[config.mk]
export PLATFORM = sky130hd
export DESIGN_NAME = l1_sdram_arbiter
export DESIGN_NICKNAME = d
export VERILOG_FILES = /design/src/rtl/l1_sdram_arbiter_pkg.sv /design/src/rtl/l1_sdram_arbiter_rr_pick2.sv /design/src/rtl/l1_sdram_arbiter.sv
export SDC_FILE = /design/constraint.sdc
export NUM_CORES = 1
export LEC_CHECK = 0
export ABC_AREA = 0
export BUFFER_PORTS_ARGS = -buffer_cell sky130_fd_sc_hd__buf_2
export CAP_MARGIN = 15
export CORE_MARGIN = 10
export CORE_UTILIZATION = 40
export DETAILED_ROUTE_END_ITERATION = 8
export PLACE_DENSITY = 0.82
export SYNTH_ARGS = -nofsm -noshare
export SYNTH_HDL_FRONTEND = slang
export SYNTH_SLANG_ARGS = --single-unit
[constraint.sdc]
create_clock -name clk -period 1.7 [get_ports clk]
set_input_delay 0.17 -clock clk [delete_from_list [all_inputs] [get_ports clk]]
set_output_delay 0.17 -clock clk [all_outputs]
set_load 0.05 [all_outputs]
[src/rtl/l1_sdram_arbiter_pkg.sv]
// Shared types for the L1 SDRAM arbiter: FSM state encoding and requester IDs.
package l1_sdram_arbiter_pkg;

  typedef enum logic [1:0] {
    IDLE    = 2'd0,
    BUSY    = 2'd1,
    RELEASE = 2'd2
  } state_t;

  typedef enum logic {
    L1I = 1'b0,
    L1D = 1'b1
  } req_id_t;

endpackage

[src/rtl/l1_sdram_arbiter_rr_pick2.sv]
// Combinational two-way pick: fixed data-side priority or round-robin against last_grant.
module rr_pick2 #(
  parameter int unsigned FIXED_PRIO = 0
) (
  input  logic req_i,
  input  logic req_d,
  input  logic last_grant,
  output logic grant
);
  import l1_sdram_arbiter_pkg::*;

  always_comb begin
    grant = L1I;
    if (req_i && req_d) begin
      // On a tie, round-robin hands the bus to whoever did not have it last.
      grant = (FIXED_PRIO != 0) ? L1D : ~last_grant;
    end else if (req_d) begin
      grant = L1D;
    end
  end

endmodule

[src/rtl/l1_sdram_arbiter.sv]
// Shares the SDRAM controller start/done bus between the l1i and l1d caches.
module l1_sdram_arbiter
  import l1_sdram_arbiter_pkg::*;
#(
  parameter int unsigned FIXED_PRIO = 0,
  parameter int unsigned ADDR_W     = 32
) (
  input  logic              clk,
  input  logic              reset,
  input  logic [ADDR_W-1:0] l1i_addr,
  input  logic [31:0]       l1i_data,
  input  logic              l1i_we,
  input  logic              l1i_start,
  output logic [31:0]       l1i_q,
  output logic              l1i_done,
  input  logic [ADDR_W-1:0] l1d_addr,
  input  logic [31:0]       l1d_data,
  input  logic              l1d_we,
  input  logic              l1d_start,
  output logic [31:0]       l1d_q,
  output logic              l1d_done,
  output logic [ADDR_W-1:0] sdc_addr,
  output logic [31:0]       sdc_data,
  output logic              sdc_we,
  output logic              sdc_start,
  input  logic [31:0]       sdc_q,
  input  logic              sdc_done,
  output logic              busy
);

  state_t  state, state_nx;
  req_id_t grant, last_grant, pick;
  logic    pick_raw;

  rr_pick2 #(.FIXED_PRIO(FIXED_PRIO)) u_pick (
    .req_i      (l1i_start),
    .req_d      (l1d_start),
    .last_grant (last_grant),
    .grant      (pick_raw)
  );

  assign pick = req_id_t'(pick_raw);

  always_ff @(posedge clk) begin
    if (reset) state <= IDLE;
    else       state <= state_nx;
  end

  always_comb begin
    state_nx = state;
    case (state)
      IDLE:    if (l1i_start || l1d_start) state_nx = BUSY;
      BUSY:    if (sdc_done) state_nx = RELEASE;
      RELEASE: state_nx = IDLE;
      default: state_nx = IDLE;
    endcase
  end

  // Request latches: frozen for the whole BUSY period regardless of requester inputs.
  always_ff @(posedge clk) begin
    if (reset) begin
      grant      <= L1I;
      last_grant <= L1I;
      sdc_addr   <= '0;
      sdc_data   <= '0;
      sdc_we     <= 1'b0;
      sdc_start  <= 1'b0;
    end else begin
      case (state)
        IDLE: begin
          if (l1i_start || l1d_start) begin
            grant      <= pick;
            last_grant <= pick;
            sdc_addr   <= (pick == L1D) ? l1d_addr : l1i_addr;
            sdc_data   <= (pick == L1D) ? l1d_data : l1i_data;
            sdc_we     <= (pick == L1D) ? l1d_we   : l1i_we;
            sdc_start  <= 1'b1;
          end
        end
        BUSY: begin
          if (sdc_done) begin
            sdc_start <= 1'b0;
            sdc_we    <= 1'b0;
            sdc_data  <= '0;
          end
        end
        default: ;
      endcase
    end
  end

  // A requester that dropped start mid-transaction gets no done pulse.
  always_comb begin
    busy     = (state == BUSY);
    l1i_q    = sdc_q;
    l1d_q    = sdc_q;
    l1i_done = (state == BUSY) && sdc_done && (grant == L1I) && l1i_start;
    l1d_done = (state == BUSY) && sdc_done && (grant == L1D) && l1d_start;
  end

endmodule
==> flow_summary_export.csv <==
group,metric,value,unit
route,routedWlPerCell,17.9,µm
layout,drive_above_1_share,52.0,%
clocking,cts_tree,"built",
clocking,htreeDepth,3,
clocking,hold_buffers,0,
route,drtPass1Iterations,4,
logic_synthesis,synth_nets,548,
grt,grt_max_degree,34,
pwr,vdd_drop_max,559,µV
logic_synthesis,avgSynthCellArea,9.74,µm²
logic_synthesis,synth_area_leaders,"dfxtp_1, buf_4, a311oi_2",
critical_path,max_stage_delay,400,ps
floorplan,io_pins,300,
floorplan,die_y,116,µm
clocking,clock_path_buffers,2,
critical_path,regToRegStartpoint,"state[1]",
sta,rsz0062_at_grt,"no",
job,maxCapViolCount,0,
critical_path,cp-startpoint,"state[0]",
placed_design,portBuffers,203,
sta,min_period,1540,ps
logic_synthesis,synth_cell_types,27,
logic_synthesis,yosysMostFrequentCell,"dfxtp_1",
pwr,power_density,1080,mW/mm²
pwr,total_leakage_power,0.00219,µW
sta,tightest_slew,514,ps
run_status,status,"finished, final reports clean",
pwr,total_power,4890,µW
sta,tns,0,ps
critical_path,criticalPathCategory,"reg2out",
floorplan,rows,35,
floorplan,start_util,40.5,%
sta,relSlewSlack,65.7,%
floorplan,dieArea,0.0135,mm²
route,drt_iter0_markers,106,
logic_synthesis,yosys-top-cells-count,"dfxtp_1, buf_4, nand2_1, a21oi_1",
clocking,cts-root-buf,"clkbuf_8",
route,viasPerCell,5.22,
logic_synthesis,synth-seq-area-share,37.2,%
grt,grt-ovfl-total,0,
grt,grt_pass1_vias,3566,
critical_path,cp.required,1530,ps
layout,fillers,834,
route,vias,3276,
sta,skew,11.3,ps
critical_path,crit_slowest_cell,"dfxtp_1",
sta,hold_viol,0,
logic_synthesis,synth_top_area_share,37.2,%
placed_design,place_congestion,0.792,
grt,grt_pass1_wl,17.2,mm
grt,antenna_found_initial,0,
clocking,numCtsBuffers,9,
min_path,min_from,"l1d_addr[5]",
route,drc,0,
critical_path,crit_fanout,5,
critical_path,start_kind,"flip-flop",
logic_synthesis,syn_area,0.00371,mm²
logic_synthesis,async_flop_share,0,%
placed_design,place_hpwl,8.95,mm
grt,grt_usage,15.6,%
clocking,cts_sinks,69,
floorplan,core,0.00915,mm²
sta,clock.fmax,648,MHz
logic_synthesis,yosysWarningCount,0,
logic_synthesis,synth-seq-cells,69,
layout,syn2layout_area_growth,22.6,%
min_path,hold_path_class,"in2reg",
layout,layout.nets,679,
route,drtAntennaViolNets,0,
floorplan,die_w,116,µm
sta,drv_slew,0,
logic_synthesis,synth-edff-count,0,
logic_synthesis,synth_top_flop_cell,"dfxtp_1",
critical_path,crit_chain,"nand3b_1, nor3b_2, clkbuf_4",
logic_synthesis,synth_top_area_cell,"dfxtp_1",
logic_synthesis,synth_cells,381,
clocking,clock_latency,340,ps
route,totalWireLength,11.2,mm
sta,setup_viol_count_final,0,
layout,n_antenna_cell,0,
critical_path,arrival,1370,ps
clocking,clk_pin_slew,90,ps
sta,post-route-period-util,90.7,%
critical_path,crit_path_end_kind,"output port",
repair_timing:
item / CTS / global route
setup buffers: 0 / 0
resized for setup: 0 / 1
setup endpoints to repair: 0 / 1
layout make-up:
type                    count  area, µm²  area share [%]
repair buffers            215       1150            25.2
clock inverters             4       53.8            1.18
flip-flops and latches     69       1380            30.4
well taps                 111        139            3.05
multi-input cells         216       1660            36.5
inverters                   1       3.75          0.0825
clock buffers              12        165            3.63
per-layer routing:
metal / global-route usage, % / part of all wire (%) / vias to the layer above
met5: 0 / 0 / -
met4: 6.17 / 2.4 / 0
met3: 6.21 / 8.5 / 26
met2: 27.4 / 51 / 159
met1: 16.3 / 38 / 1525
li1: - / - / 1566
placed cells by master (no fill, tap or decap), types with 3 or more instances in the layout:
master	n
buf_2	202
dfxtp_1	69
nand2_1	67
a21oi_1	35
mux2i_1	33
o2bb2ai_1	33
a311oi_2	30
clkbuf_8	12
buf_4	9
a311oi_1	3
buf_12	3
cells by family (layout without fill, tap and decap cells):
logic type      count (synthesis)  after routing  share of synthesized area, %
compound gates                104            104                          26.5
buf+inv                        96            232                          18.3
flops                          69             69                          37.2
mux                            33             33                          8.90
simple gates                   79             79                          9.07
worst max-delay path: cells and delay by family (launching register included):
| kind | cells | cell delay [ps] |
|---|---|---|
| buffers and inverters | 1 | 250 |
| flip-flops | 1 | 400 |
| AND/OR/NAND/NOR | 2 | 400 |
final timing paths:
kind | end | slack [ps] | cells past startpoint
worst max-delay path | l1i_done | 160 | 3
worst min-delay path | sdc_addr[5] | 90 | 3
worst max register to register | sdc_addr[3] | 190 | 3
worst min register to register | sdc_start | 450 | 2
through the flow:
step | hold WS [ps] | area, µm² | instances | utilization (%) | worst slack, ps
3_3_place_gp | 340 | 4330 | 612 | 47.3 | 248
4_1_cts | 73.6 | 4550 | 628 | 49.7 | 93.2
3_5_place_dp | 340 | 4330 | 612 | 47.3 | 164
2_1_floorplan | 286 | 3720 | 381 | - | 240
5_1_grt | 82.0 | 4550 | 628 | 49.7 | 22.9
6_report | 90.6 | 4550 | 628 | 49.7 | 158
flip-flops by register name, indices dropped and copies added (netlist names):
signal	flops
sdc_start	1
sdc_we	1
state	2
last_grant	1
sdc_data	32
sdc_addr	32
report_power, final:
part	internal [µW]	switching [µW]
Sequential	1790	91.6
Clock	804	630
Combinational	492	1090
Total	3080	1810
Note: power is estimated with default switching activity, not from simulation.
